<file path="src/rtl/subr8u_pkg.sv">
// subr8u_pkg: shared types and helpers for the bit-serial unsigned subtractor.
//   state_t       FSM states (IDLE/RUN/DONE)
//   SUBR_WIDTH    default addend width
//   SUBR_CNT_W    bit-counter width for the default width
//   mod3_add()    residue addition modulo 3
package subr8u_pkg;

    typedef enum logic [1:0] {
        ST_IDLE = 2'd0,
        ST_RUN  = 2'd1,
        ST_DONE = 2'd2
    } state_t;

    localparam int SUBR_WIDTH = 8;
    localparam int SUBR_CNT_W = $clog2(SUBR_WIDTH + 2);

    // Both operands are residues in 0..2, so one conditional subtract suffices.
    function automatic logic [1:0] mod3_add(input logic [1:0] a, input logic [1:0] b);
        logic [2:0] sum;
        sum = {1'b0, a} + {1'b0, b};
        return (sum >= 3'd3) ? 2'(sum - 3'd3) : sum[1:0];
    endfunction

endpackage

</file>
<file path="src/rtl/subr8u_res3.sv">
// subr8u_res3: serial mod-3 residue accumulator, LSB first.
// Bit weights alternate 1,2,1,2,... since 2^k mod 3 alternates that way.
//   clk        rising-edge clock
//   rst        synchronous active-high reset
//   i_clr      clear residue and restart at weight 1
//   i_en       accumulate i_bit at the current weight, then toggle weight
//   i_bit      serial input bit
//   o_res      accumulated residue (registered)
//   o_res_nxt  residue including the current i_bit (for same-edge decisions)
module subr8u_res3
    import subr8u_pkg::*;
(
    input  logic       clk,
    input  logic       rst,
    input  logic       i_clr,
    input  logic       i_en,
    input  logic       i_bit,
    output logic [1:0] o_res,
    output logic [1:0] o_res_nxt
);

    logic [1:0] r_res;
    logic       r_wt;   // 0: weight 1, 1: weight 2
    logic [1:0] w_add;

    assign w_add     = i_bit ? (r_wt ? 2'd2 : 2'd1) : 2'd0;
    assign o_res_nxt = mod3_add(r_res, w_add);
    assign o_res     = r_res;

    always_ff @(posedge clk) begin
        if (rst || i_clr) begin
            r_res <= 2'd0;
            r_wt  <= 1'b0;
        end else if (i_en) begin
            r_res <= o_res_nxt;
            r_wt  <= ~r_wt;
        end
    end

endmodule

</file>
<file path="src/rtl/subr8u_serial.sv">
// subr8u_serial: bit-serial unsigned subtractor recovering B = S - A, LSB first.
// Optional feature macro: SUBR8U_RESIDUE_CHECK_EN (mod-3 residue self-check).
//   clk, rst              clock, synchronous active-high reset
//   in_valid / in_ready   operand handshake (ready only in IDLE)
//   s_in [WIDTH:0]        minuend (sum)
//   a_in [WIDTH-1:0]      subtrahend (known addend)
//   out_valid / out_ready result handshake (held until accepted)
//   b_out [WIDTH-1:0]     low bits of S - A
//   underflow             S < A
//   overflow              S - A > 2^WIDTH - 1 without underflow
//   res_err               residue mismatch (0 when feature disabled)
module subr8u_serial
    import subr8u_pkg::*;
#(
    parameter int WIDTH = SUBR_WIDTH
)(
    input  logic             clk,
    input  logic             rst,
    input  logic             in_valid,
    output logic             in_ready,
    input  logic [WIDTH:0]   s_in,
    input  logic [WIDTH-1:0] a_in,
    output logic             out_valid,
    input  logic             out_ready,
    output logic [WIDTH-1:0] b_out,
    output logic             underflow,
    output logic             overflow,
    output logic             res_err
);

    // Counts 0..WIDTH over the WIDTH+1 bit positions.
    localparam int CW = $clog2(WIDTH + 2);

    state_t          r_state;
    logic [CW-1:0]   r_cnt;
    logic [WIDTH:0]  r_s, r_a, r_res;
    logic            r_brw;
    logic            r_in_ready, r_out_valid;

    logic w_d, w_brw_nxt, w_last, w_acc;

    assign w_d       = r_s[0] ^ r_a[0] ^ r_brw;
    assign w_brw_nxt = (~r_s[0] & r_a[0]) | (~(r_s[0] ^ r_a[0]) & r_brw);
    assign w_last    = (r_cnt == CW'(WIDTH));
    assign w_acc     = r_in_ready & in_valid;

    always_ff @(posedge clk) begin
        if (rst) begin
            r_state     <= ST_IDLE;
            r_cnt       <= '0;
            r_s         <= '0;
            r_a         <= '0;
            r_res       <= '0;
            r_brw       <= 1'b0;
            r_in_ready  <= 1'b0;
            r_out_valid <= 1'b0;
        end else begin
            case (r_state)
                ST_IDLE: begin
                    // First cycle out of reset raises ready; accept needs it high.
                    r_in_ready <= 1'b1;
                    if (w_acc) begin
                        r_s        <= s_in;
                        r_a        <= {1'b0, a_in};
                        r_brw      <= 1'b0;
                        r_cnt      <= '0;
                        r_in_ready <= 1'b0;
                        r_state    <= ST_RUN;
                    end
                end
                ST_RUN: begin
                    // Difference bits enter at the MSB so bit 0 lands at r_res[0].
                    r_res <= {w_d, r_res[WIDTH:1]};
                    r_s   <= r_s >> 1;
                    r_a   <= r_a >> 1;
                    r_brw <= w_brw_nxt;
                    if (w_last) begin
                        r_state     <= ST_DONE;
                        r_out_valid <= 1'b1;
                    end else begin
                        r_cnt <= r_cnt + CW'(1);
                    end
                end
                ST_DONE: begin
                    if (out_ready) begin
                        r_state     <= ST_IDLE;
                        r_out_valid <= 1'b0;
                        r_in_ready  <= 1'b1;
                    end
                end
                default: begin
                    r_state     <= ST_IDLE;
                    r_in_ready  <= 1'b0;
                    r_out_valid <= 1'b0;
                end
            endcase
        end
    end

    assign in_ready  = r_in_ready;
    assign out_valid = r_out_valid;
    assign b_out     = r_out_valid ? r_res[WIDTH-1:0] : '0;
    assign underflow = r_out_valid & r_brw;
    assign overflow  = r_out_valid & r_res[WIDTH] & ~r_brw;

`ifdef SUBR8U_RESIDUE_CHECK_EN
    // D residue is taken from the result register itself (one cycle behind the
    // datapath) so a corrupted stored bit is caught; the final bit comes from w_d.
    localparam logic [1:0] LAST_W = (WIDTH % 2 == 0) ? 2'd1 : 2'd2;

    logic       w_run;
    logic [1:0] w_rs, w_ra, w_rd, w_rs_n, w_ra_n, w_rd_n, w_d_last;
    logic       r_res_err;

    assign w_run    = (r_state == ST_RUN);
    assign w_d_last = w_d ? LAST_W : 2'd0;

    subr8u_res3 u_res_s (.clk(clk), .rst(rst), .i_clr(w_acc), .i_en(w_run),
                         .i_bit(r_s[0]), .o_res(w_rs), .o_res_nxt(w_rs_n));
    subr8u_res3 u_res_a (.clk(clk), .rst(rst), .i_clr(w_acc), .i_en(w_run),
                         .i_bit(r_a[0]), .o_res(w_ra), .o_res_nxt(w_ra_n));
    subr8u_res3 u_res_d (.clk(clk), .rst(rst), .i_clr(w_acc),
                         .i_en(w_run && (r_cnt != '0)),
                         .i_bit(r_res[WIDTH]), .o_res(w_rd), .o_res_nxt(w_rd_n));

    always_ff @(posedge clk) begin
        if (rst) begin
            r_res_err <= 1'b0;
        end else if (w_run && w_last) begin
            r_res_err <= ~w_brw_nxt &
                         (mod3_add(mod3_add(w_ra_n, w_rd_n), w_d_last) != w_rs_n);
        end else if (r_state == ST_DONE && out_ready) begin
            r_res_err <= 1'b0;
        end
    end

    assign res_err = r_res_err & r_out_valid;
`else
    assign res_err = 1'b0;
`endif

endmodule

</file>
<file path="config.mk">
export PLATFORM = sky130hd
export DESIGN_NAME = subr8u_serial
export DESIGN_NICKNAME = d
export VERILOG_FILES = /design/src/rtl/subr8u_pkg.sv /design/src/rtl/subr8u_res3.sv /design/src/rtl/subr8u_serial.sv
export SDC_FILE = /design/constraint.sdc
export NUM_CORES = 1
export LEC_CHECK = 0
export ABC_AREA = 1
export CORE_MARGIN = 1
export CORE_UTILIZATION = 50
export CTS_CLUSTER_SIZE = 8
export DETAILED_ROUTE_END_ITERATION = 8
export GPL_TIMING_DRIVEN = 0
export HOLD_SLACK_MARGIN = 0.05
export MAX_ROUTING_LAYER = met4
export PLACE_DENSITY = 0.88
export REMOVE_ABC_BUFFERS = 1
export SYNTH_ARGS = -nofsm -noshare
export SYNTH_HDL_FRONTEND = slang
export SYNTH_SLANG_ARGS = --single-unit
</file>
<file path="constraint.sdc">
create_clock -name clk -period 2.4 [get_ports clk]
set_input_delay 0.36 -clock clk [delete_from_list [all_inputs] [get_ports clk]]
set_output_delay 0.36 -clock clk [all_outputs]
set_load 0.02 [all_outputs]
</file>
==> results of run 1 <==
## registers in the layout, indices dropped and copies added (netlist names)
register and cells:
r_cnt 4, r_state 2, r_res 9, out_valid 1, r_brw 1, r_a 8
r_s 9, in_ready 1
## how the worst max path moves through the flow
stage	startpoint	endpoint	slack, ns	cells past startpoint
3_5_place_dp	rst	r_res[8]	0.40	4
6_report	out_valid	overflow	0.27	3
5_1_grt	out_valid	overflow	0.20	3
3_3_place_gp	rst	r_res[8]	0.52	4
4_1_cts	out_valid	overflow	0.27	3
2_1_floorplan	r_state[0]	r_a[1]	0.91	7
## through the flow
stage	power [mW]	worst slack, ns	hold slack, ns	cell area (sq um)
final	1.259	0.2733	0.4710	2034
after CTS	1.268	0.2655	0.4740	2034
after floorplan	0.8579	0.9141	0.4291	1603
after detailed placement	0.9488	0.3950	0.4542	1978
after global routing	1.329	0.2015	0.5111	2034
after global placement	0.9377	0.5160	0.4533	1978
## layout make-up
type / count / share of cell area, %
Clock buffer: 6 / 2.522
Clock inverter: 1 / 0.2460
Inverter: 20 / 4.059
Multi-Input combinational cell: 182 / 40.28
Sequential cell: 35 / 34.44
Tap cell: 44 / 2.706
Timing Repair Buffer: 32 / 15.74
## cell usage after synthesis, drive strengths merged
cell / number
nor2: 53
fa: 1
nand2: 79
conb: 1
a21oi: 12
nand3b: 1
nand4: 3
nor3: 1
o21ai: 24
clkbuf: 3
ha: 2
inv: 20
buf: 9
nand3: 5
dfxtp: 35
## cells by family after synthesis
logic type / after synthesis / share of synthesized area (%)
DFF: 35 / 41.48
other: 1 / 0.2220
and+or+nand+nor: 142 / 34.96
AOI/OAI and AO/OA: 36 / 10.67
adders and majority gates: 3 / 2.666
buffers and inverters: 32 / 9.999
## metal layers
layer  GRT usage, %  part of all wire [%]  wire length [um]
met2          35.95                    49              1636
met4          9.967                   1.8                61
met5              -                     0                 0
met3          4.545                   2.6                86
met1          25.10                    47              1554
## worst max-delay path, cell delays in order, from the launching register on
cell and delay, ns:
dfxtp_1 0.59, nand2_1 0.10, nor2_1 0.12, clkdlybuf4s50_1 0.62
## cells in the final DEF, fill, tap and decap left out, drive strengths merged
cell           netlist  routed
a21oi               12      12
clkbuf               3       6
clkdlybuf4s50        0      32
clkinv               0       1
conb                 1       1
dfxtp               35      35
fa                   1       1
ha                   2       2
inv                 20      20
nand2               79      79
nand3                5       5
nand3b               1       1
nand4                3       3
nor2                53      53
nor3                 1       1
o21ai               24      24
## power groups by stage
stage	clock, mW	combinational (mW)	sequential [mW]
after floorplan	0	0.171	0.687
after global placement	0	0.248	0.689
after global routing	0.350	0.291	0.688
after CTS	0.331	0.258	0.679
after detailed placement	0	0.257	0.692
final	0.324	0.255	0.680
==> impl_results.md, run 1 <==
* Status: completed
* CP startpoint kind: register
* Proportion of synthesized chip area in sequential cells at 41.48%
* CTS sink count at 35
* Unrepaired setup endpoints after global routing: false
* Worst Reg-to-Reg Cells at 7
* Critical setup path kind: register to output pin
* Net Sw Frac at 30.25%
* Hold Path Depth at 2
* # H-tree levels at 2
* Avg Cell Area, Syn at 6.784 sq um
* Setup Buffers After CTS at 0
* Diodes inserted at 0
* Reg power frac at 54.0%
* Crit. End Element: output pin
* Gate power share at 20.3%
* Reg2Reg Setup Slack at 0.49 ns
* Fmax at 470.2 MHz
* Placed Cells at 313
* TritonCTS clock tree: yes
* Area of the multi-input gates at 819.5 sq um
* CTS-repair resized insts at 0
* Share of Yosys cell area claimed by the top area cell type at 41.48%
* P_sw at 0.3809 mW
* First-pass GRT wire length at 5740 um
* Io pins at 34
* Gpl congestion at 0.7423
* Core area at 3128 sq um
* Vias/cell at 4.888
* Post-CTS Hold Fix Bufs at 0
* Clk root buf: clkbuf_4
* Initial antenna violation count at 0
* Worst Path Max Fanout at 12
* Leakage Power at 0.9635 nW
* Post-Syn Instances at 249
* Worst-path clk slew at 0.10 ns
* Max-slew headroom at 52.45%
* Pin count of the biggest net entering global routing at 32
* HP Class: register to register
* Critical path required time at 2.04 ns
* Via Count at 1564
* Final WL at 3339 um
* Largest area contributor in the netlist: dfxtp_1
* DR iter-0 viols at 62
* Setup TNS at 0 ns
* Drt drc at 0
* Crit share post-route at 88.61%
* Hold Vio Cnt, Final at 0
* Maximum root-to-sink buffer count at 2
* Row count at 20
* Chip Width at 60.12 um
* Die footprint at 3614 sq um
* All-Layer GR Usage at 21.78%
* R2R Path Start: r_state[0]
* Clock skew at 0.008046 ns
* Initial core utilization at 54.00%
* VDD IR-drop max at 353.9 uV
* Reg2reg end: r_a[3]
* Synthesized area at 1689 sq um
* Worst-margin pin slew at 0.7115 ns
* Max Slew Vio Count at 0
* Fraction of layout instances using a drive strength above 1 at 5.797%
* Number of buffers created by CTS at 5
* Final min period at 2.127 ns
* Synth area leaders: dfxtp_1 41%, nand2_1 17%, nor2_1 11%
* Routed Antenna Nets at 0
* Internal power at 0.8784 mW
* Final core occ at 65.04%
* Chip Height at 60.12 um
* Worst skew pair latency at 0.34 ns
* Area Overhead vs Synth at 20.44%
* Reg area at 700.7 sq um
* Library cells used by synthesis at 27
* Worst hold endpoint: r_s[8]
* HP Start: r_s[8]
* Vias in the first global route at 1404
* Yosys reg bits at 35
* Routed WL per cell at 10.43 um
* Pwr per Cell Area at 619.0 nW/um^2
* Max cap viols at 0
* DRT Pass-1 Iters at 4
* Number of buffers added on ports at 32
* Ys Warns at 0
* Nets at 300
* Global route overflow at 0
* Fill cells at 298
* Clk pwr share at 25.7%
* Non-Filler Instances at 320
* Detail Placement HPWL at 2217 um
* # setup viols final at 0
* Crit path DAT at 1.77 ns
No activity file was read; power rests on OpenSTA's default activity.
==> run 2: changes to the inputs <==
- CAP_MARGIN: not set -> 40
- MAX_ROUTING_LAYER: met4 -> not set
==> impl_results.md, run 2 (same netlist as run 1, synthesis figures left out) <==
* Status: completed
* Fraction of layout instances using a drive strength above 1 at 5.797% (unchanged)
* Vias/cell at 4.884 (about the same)
* Max Slew Vio Count at 0 (unchanged)
* HP Class: register to register
* DR iter-0 viols at 62 (unchanged)
* Setup TNS at 0 ns (unchanged)
* Worst-margin pin slew at 0.7126 ns (+0.001099 ns)
* # H-tree levels at 2 (unchanged)
* # setup viols final at 0 (unchanged)
* Crit path DAT at 1.77 ns (about the same)
* Critical setup path kind: register to output pin
* Max-slew headroom at 52.38% (-0.073 points)
* Number of buffers added on ports at 32 (unchanged)
* R2R Path Start: r_state[0]
* Core area at 3128 sq um (unchanged)
* Crit share post-route at 88.57% (about the same)
* Chip Height at 60.12 um (unchanged)
* All-Layer GR Usage at 21.16% (-0.62 points)
* Critical Path Start: out_valid
* Area Overhead vs Synth at 20.44% (unchanged)
* Setup WS post-layout at 0.2743 ns (+0.001048 ns)
* Hold Vio Cnt, Final at 0 (unchanged)
* Commonest non-fill, non-tap cell in the layout: nand2_1
* Fmax at 470.4 MHz (about the same)
* Io pins at 34 (unchanged)
* Dpl ws at 0.3950 ns (unchanged)
* VDD IR-drop max at 353.9 uV (about the same)
* Clk root buf: clkbuf_4
* Final WL at 3339 um (unchanged)
* Gpl congestion at 0.7333 (-1.2%)
* Maximum root-to-sink buffer count at 2 (unchanged)
* Placed Cells at 313 (unchanged)
* Commonest cells after routing, fill and taps aside: 75 x nand2_1, 51 x nor2_1, 35 x dfxtp_1
* Max cap viols at 0 (unchanged)
* Chip Width at 60.12 um (unchanged)
* Global route overflow at 0 (unchanged)
* Unrepaired setup endpoints after global routing: false
* Reg2Reg Setup Slack at 0.49 ns (about the same)
* Post-CTS Hold Fix Bufs at 0 (unchanged)
* Nets at 300 (unchanged)
* Via Count at 1563 (-0.064%)
* Clock skew at 0.008102 ns (+0.00005537 ns)
* Diodes inserted at 0 (unchanged)
* Initial antenna violation count at 0 (unchanged)
* Pin count of the biggest net entering global routing at 32 (unchanged)
* Crit. End Element: output pin
* Drt drc at 0 (unchanged)
* First-pass GRT wire length at 5733 um (-0.12%)
* Fill cells at 298 (unchanged)
* Critical Path End: overflow
* CTS-repair resized insts at 0 (unchanged)
* Critical path required time at 2.04 ns (about the same)
* Final min period at 2.126 ns (-0.001048 ns)
* Pwr per Cell Area at 618.7 nW/um^2 (about the same)
* Reg2reg end: r_a[3]
* Crit-path leading delay family: buffers and inverters
* Worst Reg-to-Reg Cells at 7 (unchanged)
* Number of buffers created by CTS at 5 (unchanged)
* CP startpoint kind: register
* DRT Pass-1 Iters at 4 (unchanged)
* Routed WL per cell at 10.43 um (unchanged)
* Worst skew pair latency at 0.34 ns (about the same)
* Detail Placement HPWL at 2217 um (unchanged)
* Critical Path Max Stage Delay at 0.62 ns (about the same)
* Initial core utilization at 54.00% (unchanged)
* TritonCTS clock tree: yes
* Non-Filler Instances at 320 (unchanged)
* Leakage Power at 0.9635 nW (unchanged)
* Critical Path Stages at 3 (unchanged)
* Row count at 20 (unchanged)
* Vias in the first global route at 1405 (+0.071%)
* Die footprint at 3614 sq um (unchanged)
* CTS sink count at 35 (unchanged)
* Worst Path Max Fanout at 12 (unchanged)
* CP max stage cell: clkdlybuf4s50_1
* Worst-path clk slew at 0.10 ns (about the same)
* Setup Buffers After CTS at 0 (unchanged)
* CP cell instances: nand2_1, nor2_1, clkdlybuf4s50_1
* Worst path bufs/invs at 1 (unchanged)
* Routed Antenna Nets at 0 (unchanged)
* Biggest regs: r_res (9), r_s (9), r_a (8)
==> run 2: cell counts in the layout (fill, tap and decap cells not counted) <==
No cell type changed its count.
==> run 2: cell type report <==
class	count	area [sq um]	area share, %
repair buffers	32	320.3	15.74
clock inverters	1	5.005	0.2460
multi-input cells	182	819.5	40.28
clock buffers	6	51.30	2.522
inverters	20	82.58	4.059
well taps	44	55.05	2.706
flip-flops and latches	35	700.7	34.44
==> run 2: worst min path at each step <==
stage | startpoint | to | slack, ns | depth (start not counted)
floorplan | rst | r_a[7] | 0.43 | 1
global placement | r_s[8] | r_s[8] | 0.45 | 2
detailed placement | r_s[8] | r_s[8] | 0.45 | 2
CTS | r_s[8] | r_s[8] | 0.47 | 2
global route | r_s[8] | r_s[8] | 0.51 | 2
finish | r_s[8] | r_s[8] | 0.47 | 2
==> run 2: stage by stage <==
step	utilization (%)	area (sq um)	hold WS [ns]	total power, mW
3_5_place_dp	63.24	1978	0.4542	0.9488
2_1_floorplan	-	1603	0.4291	0.8579
5_1_grt	65.04	2034	0.5111	1.329
6_report	65.04	2034	0.4709	1.259
4_1_cts	65.04	2034	0.4740	1.268
3_3_place_gp	63.24	1978	0.4533	0.9377
==> run 2: per-layer routing <==
metal  track usage, %  part of all wire [%]  vias to the layer above
li1                 -                     -                      822
met1            25.10                    46                      706
met2            35.95                    49                       28
met3            4.545                   2.5                        7
met4            9.967                   1.8                        0
met5                0                     0                        -
==> run 2: power breakdown <==
group / leakage (nW) / internal [mW] / switching (mW)
clock: 0.0341 / 0.136 / 0.188
combinational: 0.642 / 0.102 / 0.154
sequential: 0.287 / 0.641 / 0.0387
==> run 2: worst reg2reg max path: stages (launching register included) <==
cell,delay [ns]
dfxtp_1,0.42
inv_2,0.09
nor2_4,0.55
inv_4,0.27
nand2_8,0.21
inv_6,0.09
nor2_1,0.11
nor2_1,0.05
